--- src/rtl/tw_request_merger_pkg.sv ---
`default_nettype none
// tw_request_merger_pkg: shared header-field positions and merger state encoding.
// Revision 1.0
package tw_request_merger_pkg;

  localparam int TYPE_B                = 32;
  localparam int INSTREAM_COMPONENTS_H = 3;
  localparam int INSTREAM_COMPONENTS_L = 0;

  localparam logic GRANT_TW  = 1'b0;
  localparam logic GRANT_FIN = 1'b1;

  typedef enum logic [2:0] {
    ST_IDLE    = 3'd0,
    ST_TW_HDR  = 3'd1,
    ST_TW_TID  = 3'd2,
    ST_FIN_CAP = 3'd3,
    ST_OUT_HDR = 3'd4,
    ST_OUT_TID = 3'd5
  } tw_merge_state_t;

  function automatic logic [31:0] sat_inc(input logic [31:0] value);
    return (value == 32'hFFFF_FFFF) ? value : value + 32'd1;
  endfunction

endpackage
`default_nettype wire

--- src/rtl/tw_request_merger.sv ---
`default_nettype none
// tw_request_merger: round-robin merge of taskwait requests and finish notices into one 2-beat stream.
// Revision 1.0
module tw_request_merger
  import tw_request_merger_pkg::*;
#(
  parameter int MAX_ACCS = 16,
  localparam int ACC_BITS = $clog2(MAX_ACCS)
) (
  input  logic                clk,
  input  logic                rst,
  input  logic [63:0]         twReq_TDATA,
  input  logic                twReq_TVALID,
  input  logic [ACC_BITS-1:0] twReq_TID,
  output logic                twReq_TREADY,
  input  logic [63:0]         finish_TDATA,
  input  logic                finish_TVALID,
  input  logic [ACC_BITS-1:0] finish_TID,
  output logic                finish_TREADY,
  output logic [63:0]         outStream_TDATA,
  output logic                outStream_TVALID,
  output logic [ACC_BITS-1:0] outStream_TID,
  input  logic                outStream_TREADY,
  output logic                outStream_TLAST,
  output logic [31:0]         twReqCount,
  output logic [31:0]         finishCount
);

  tw_merge_state_t     state;
  logic                last_grant;
  logic [63:0]         hdr_r;
  logic [63:0]         task_r;
  logic [ACC_BITS-1:0] tid_r;

  always_ff @(posedge clk or posedge rst) begin
    if (rst) begin
      state       <= ST_IDLE;
      last_grant  <= GRANT_FIN;
      hdr_r       <= '0;
      task_r      <= '0;
      tid_r       <= '0;
      twReqCount  <= '0;
      finishCount <= '0;
    end else begin
      case (state)
        ST_IDLE: begin
          // On a tie the source that did not win last time gets the grant.
          if (twReq_TVALID && (!finish_TVALID || last_grant == GRANT_FIN)) begin
            state      <= ST_TW_HDR;
            last_grant <= GRANT_TW;
          end else if (finish_TVALID) begin
            state      <= ST_FIN_CAP;
            last_grant <= GRANT_FIN;
          end
        end
        ST_TW_HDR: begin
          if (twReq_TVALID) begin
            hdr_r <= twReq_TDATA;
            tid_r <= twReq_TID;
            state <= ST_TW_TID;
          end
        end
        ST_TW_TID: begin
          if (twReq_TVALID) begin
            task_r <= twReq_TDATA;
            state  <= ST_OUT_HDR;
          end
        end
        ST_FIN_CAP: begin
          if (finish_TVALID) begin
            task_r <= finish_TDATA;
            tid_r  <= finish_TID;
            hdr_r  <= '0;
            state  <= ST_OUT_HDR;
          end
        end
        ST_OUT_HDR: begin
          if (outStream_TREADY) state <= ST_OUT_TID;
        end
        ST_OUT_TID: begin
          if (outStream_TREADY) begin
            state <= ST_IDLE;
            if (hdr_r[TYPE_B]) twReqCount  <= sat_inc(twReqCount);
            else               finishCount <= sat_inc(finishCount);
          end
        end
        default: state <= ST_IDLE;
      endcase
    end
  end

  assign twReq_TREADY     = (state == ST_TW_HDR) || (state == ST_TW_TID);
  assign finish_TREADY    = (state == ST_FIN_CAP);
  assign outStream_TVALID = (state == ST_OUT_HDR) || (state == ST_OUT_TID);
  assign outStream_TLAST  = (state == ST_OUT_TID);
  assign outStream_TDATA  = (state == ST_OUT_TID) ? task_r : hdr_r;
  assign outStream_TID    = tid_r;

endmodule
`default_nettype wire
--- config.mk ---
export PLATFORM = sky130hd
export DESIGN_NAME = tw_request_merger
export DESIGN_NICKNAME = d
export VERILOG_FILES = /design/src/rtl/tw_request_merger_pkg.sv /design/src/rtl/tw_request_merger.sv
export SDC_FILE = /design/constraint.sdc
export NUM_CORES = 1
export LEC_CHECK = 0
export ABC_CLOCK_PERIOD_IN_PS = 7300
export BUFFER_PORTS_ARGS = -buffer_cell sky130_fd_sc_hd__buf_2
export CORE_ASPECT_RATIO = 1.25
export CORE_UTILIZATION = 50
export CTS_CLUSTER_DIAMETER = 30
export CTS_CLUSTER_SIZE = 12
export DETAILED_ROUTE_END_ITERATION = 12
export GPL_TIMING_DRIVEN = 0
export PLACE_DENSITY = 0.88
export SLEW_MARGIN = 10
export SYNTH_ARGS = -nofsm -noshare
export SYNTH_HDL_FRONTEND = slang
export SYNTH_SLANG_ARGS = --single-unit
export TNS_END_PERCENT = 100
--- constraint.sdc ---
create_clock -name clk -period 7.3 [get_ports clk]
set_clock_uncertainty 0.2 [all_clocks]
set_input_delay 0.365 -clock clk [delete_from_list [all_inputs] [get_ports clk]]
set_output_delay 0.365 -clock clk [all_outputs]
set_load 0.005 [all_outputs]
==> results.py <==
metrics = {
    "layout": {
        "area_growth_pct": 26.0,
        "final_area_um2": 12300,
        "drive_above_1_share_pct": 31.9,
        "final_cell_mix": "291 x buf_2, 224 x nand2_1, 199 x dfrtp_1, 70 x o21ai_0, 67 x a21oi_1",
        "final_common_cell": "buf_2",
        "layout.nets": 1454,
    },
    "synthesis": {
        "synth_top_cells_by_area": "dfrtp_1 51%, nand2_1 8.6%, mux2_2 7.6%",
        "synth_ff_type": "dfrtp_1",
        "netlist.area_leader.share_pct": 50.8,
        "ys_seq_area_share_pct": 51.1,
        "yosysWarnings": 0,
        "avgSynthCellArea_um2": 9.86,
        "ys_async_sr_fraction_pct": 100,
        "synth.distinct_cells": 57,
        "yosys_register_bits": 200,
        "synth_fp_nets": 1137,
        "netlist_instances": 994,
        "yosys.area.top_type": "dfrtp_1",
        "netlist_area_um2": 9800,
        "synth_edf_count": 0,
    },
    "clock_network": {
        "htreeDepth": 4,
        "post-cts-setup-buffer-count": 0,
        "clkTransAtPathRegs_ns": 0.08,
        "tritoncts": "built",
        "cts_buffers": 17,
        "clockBufferDepth": 2,
        "clock_latency_ns": 0.42,
        "root_buffer": "clkbuf_16",
        "cts.sinks": 200,
    },
    "sta": {
        "setup_viol": 0,
        "worst_pin_slew_ns": 0.668,
        "finalCritPeriodShare_pct": 44.3,
        "rsz0062_at_grt": "false",
        "slew_headroom_pct": 55.4,
        "fin_ws_ns": 4.07,
        "finalMaxSlewViolations": 0,
        "hold_violations": 0,
        "fmaxAchievable_ghz": 0.309,
        "layout_min_cycle_time_ns": 3.23,
    },
    "hold_path": {
        "hp-class": "in2reg",
        "hold_depth": 3,
        "hp-start": "twReq_TDATA[15]",
        "holdPathEnd": "hdr_r[15]",
    },
    "pwr": {
        "comb_power_share_pct": 36.3,
        "p_sw_mw": 1.48,
        "switching_share_pct": 36.1,
        "p_per_area_nw_per_um2": 332,
        "p_leak_nw": 6.60,
        "seqPwrFrac_pct": 40.6,
        "p_int_mw": 2.62,
        "peakVddDrop_mv": 0.205,
        "p_clk_share_pct": 23.1,
    },
    "route": {
        "wl_um": 27700,
        "routed_wire_length_per_instance_um": 17.5,
        "drc_errors": 0,
        "drtIter0Drc": 549,
        "ant_nets": 0,
        "drt_first_pass_iters": 6,
        "via_count": 8913,
        "via_per_inst": 5.62,
    },
    "floorplan": {
        "dieWidth_um": 127,
        "ioPinCount": 277,
        "core_um2": 19000,
        "row_count": 56,
        "die_h_um": 159,
        "dieArea_um2": 20200,
        "start_util_pct": 51.6,
    },
    "worst_setup_path": {
        "required_ns": 6.73,
        "cpMaxStageDelayCell": "dfrtp_1",
        "cp.arrival_ns": 2.67,
        "timing.rr.start": "state[1]",
        "crit_buf_inv": 3,
        "crit_type": "reg2out",
        "crit_family": "buffers and inverters",
        "startpoint_type": "flip-flop",
        "critPathMostFrequentCell": "buf_2",
        "slowest_delay_ns": 0.46,
        "cp_max_fo": 10,
        "rr_worst_depth": 8,
        "reg2reg_slack_ns": 4.48,
        "crit_path_end_kind": "primary output",
        "r2r-end": "hdr_r[9]",
        "crit_chain": "and2b_1 > nand2_1 > clkbuf_1 > buf_2 > mux2_2 > buf_2",
        "cp.depth": 6,
    },
    "place": {
        "dp_slack_ns": 4.48,
        "hpwlAfterDp_um": 19600,
        "gp_congestion": 0.963,
        "port_buffers": 276,
        "dpl_cell_area_um2": 11500,
    },
    "grt": {
        "antenna_found_initial": 2,
        "grt_pass1_wl_um": 44500,
        "grtUsageTotal_pct": 28.1,
        "grt_max_degree": 108,
        "grt_pass1_vias": 9088,
        "grt.overflow.total": 0,
    },
    "flow_run": {
        "maxCapViolations": 0,
    },
    "run_status": {
        "status": "completed",
    },
}
## layer usage
| metal | global-route usage (%) | wire length (um) | vias to the layer above |
|---|---|---|---|
| met5 | 0 | 0 | - |
| met4 | 13.0 | 827 | 0 |
| met3 | 5.61 | 1680 | 71 |
| met2 | 50.3 | 14300 | 390 |
| met1 | 32.6 | 10900 | 4368 |
| li1 | - | - | 4084 |
## stage by stage
stage / hold WS, ns / total power [mW] / setup TNS, ns / instances / util (%)
2_1_floorplan: 0.235 / 2.56 / 0 / 994 / -
3_3_place_gp: 0.253 / 3.08 / -149.52 / 1531 / 60.6
3_5_place_dp: 0.262 / 3.16 / 0 / 1532 / 60.8
4_1_cts: 0.000475 / 4.12 / 0 / 1585 / 65.0
5_1_grt: 0.0134 / 4.36 / 0 / 1585 / 65.0
6_report: 0.0165 / 4.10 / 0 / 1587 / 65.0
## worst max-delay path by stage
stage	start	end
final	state[2]	outStream_TDATA[34]
after global routing	state[1]	outStream_TDATA[34]
after CTS	state[1]	outStream_TDATA[34]
after detailed placement	twReq_TVALID	hdr_r[37]
after global placement	rst	outStream_TID[2]
after floorplan	rst	finishCount[0]
## power groups by stage
stage	Clock, mW	Combinational (mW)	Sequential, mW
CTS	0.965	1.49	1.66
finish	0.946	1.49	1.67
detailed placement	0	1.48	1.68
global placement	0	1.43	1.66
floorplan	0	0.941	1.62
global route	1.01	1.65	1.70
## what timing repair did
item | 4_1_cts | 5_1_grt
hold buffers | 21 | 0
endpoints found under the hold margin | 112 | 0
setup endpoints to repair | 0 | 0
resized for setup | 0 | 0
## cell type report
type | count | area, um^2
fillers | 1482 | 6640
flip-flops and latches | 200 | 5010
multi-input cells | 723 | 4490
repair buffers | 298 | 1620
clock buffers | 18 | 429
well taps | 261 | 327
plain buffers | 61 | 268
clock inverters | 14 | 159
inverters | 10 | 45.0
diodes | 2 | 5.00
## flip-flops by register name, summed over array words and instances (netlist names)
name / count
finishCount: 32
hdr_r: 64
last_grant: 1
outStream_TID: 4
state: 3
task_r: 64
twReqCount: 32
## worst reg2reg max path, delay by kind of cell (launching register included)
family	cells	cell delay (ns)
AOI/OAI and AO/OA	2	0.27
buffers and inverters	4	1.62
DFF	1	0.34
and+or+nand+nor	2	0.29
## synth_stat cells (2+ instances only)
cell      number
nor2_1        20
and2_1         4
o21ai_0       70
buf_4          3
a211o_1        2
nor4_2         8
a21oi_1       67
a31oi_1        3
buf_2         15
nand2_1      224
buf_1          4
clkbuf_1      37
nand4_2        2
nor4_4         2
nor4_1         4
xor2_1        30
xnor2_1       32
dfrtp_1      199
mux2i_1        4
inv_1         10
and4_1         9
a21o_1        64
nand3_1       24
nand3b_1       2
and3_2         2
and3_1         6
nor3_1        17
mux2_2        66
ha_1           2
nand4_1       33
and2b_1        2
nand2b_1       2
## cell families after synthesis
kind of cell / count (synthesis) / synth area share (%)
simple gates: 376 / 19.0
mux: 70 / 7.99
buf+inv: 71 / 3.11
compound gates: 212 / 12.8
fa+ha+maj: 2 / 0.255
flops: 200 / 51.1
xor+xnor: 63 / 5.71
(Power assumes the default switching activity.)
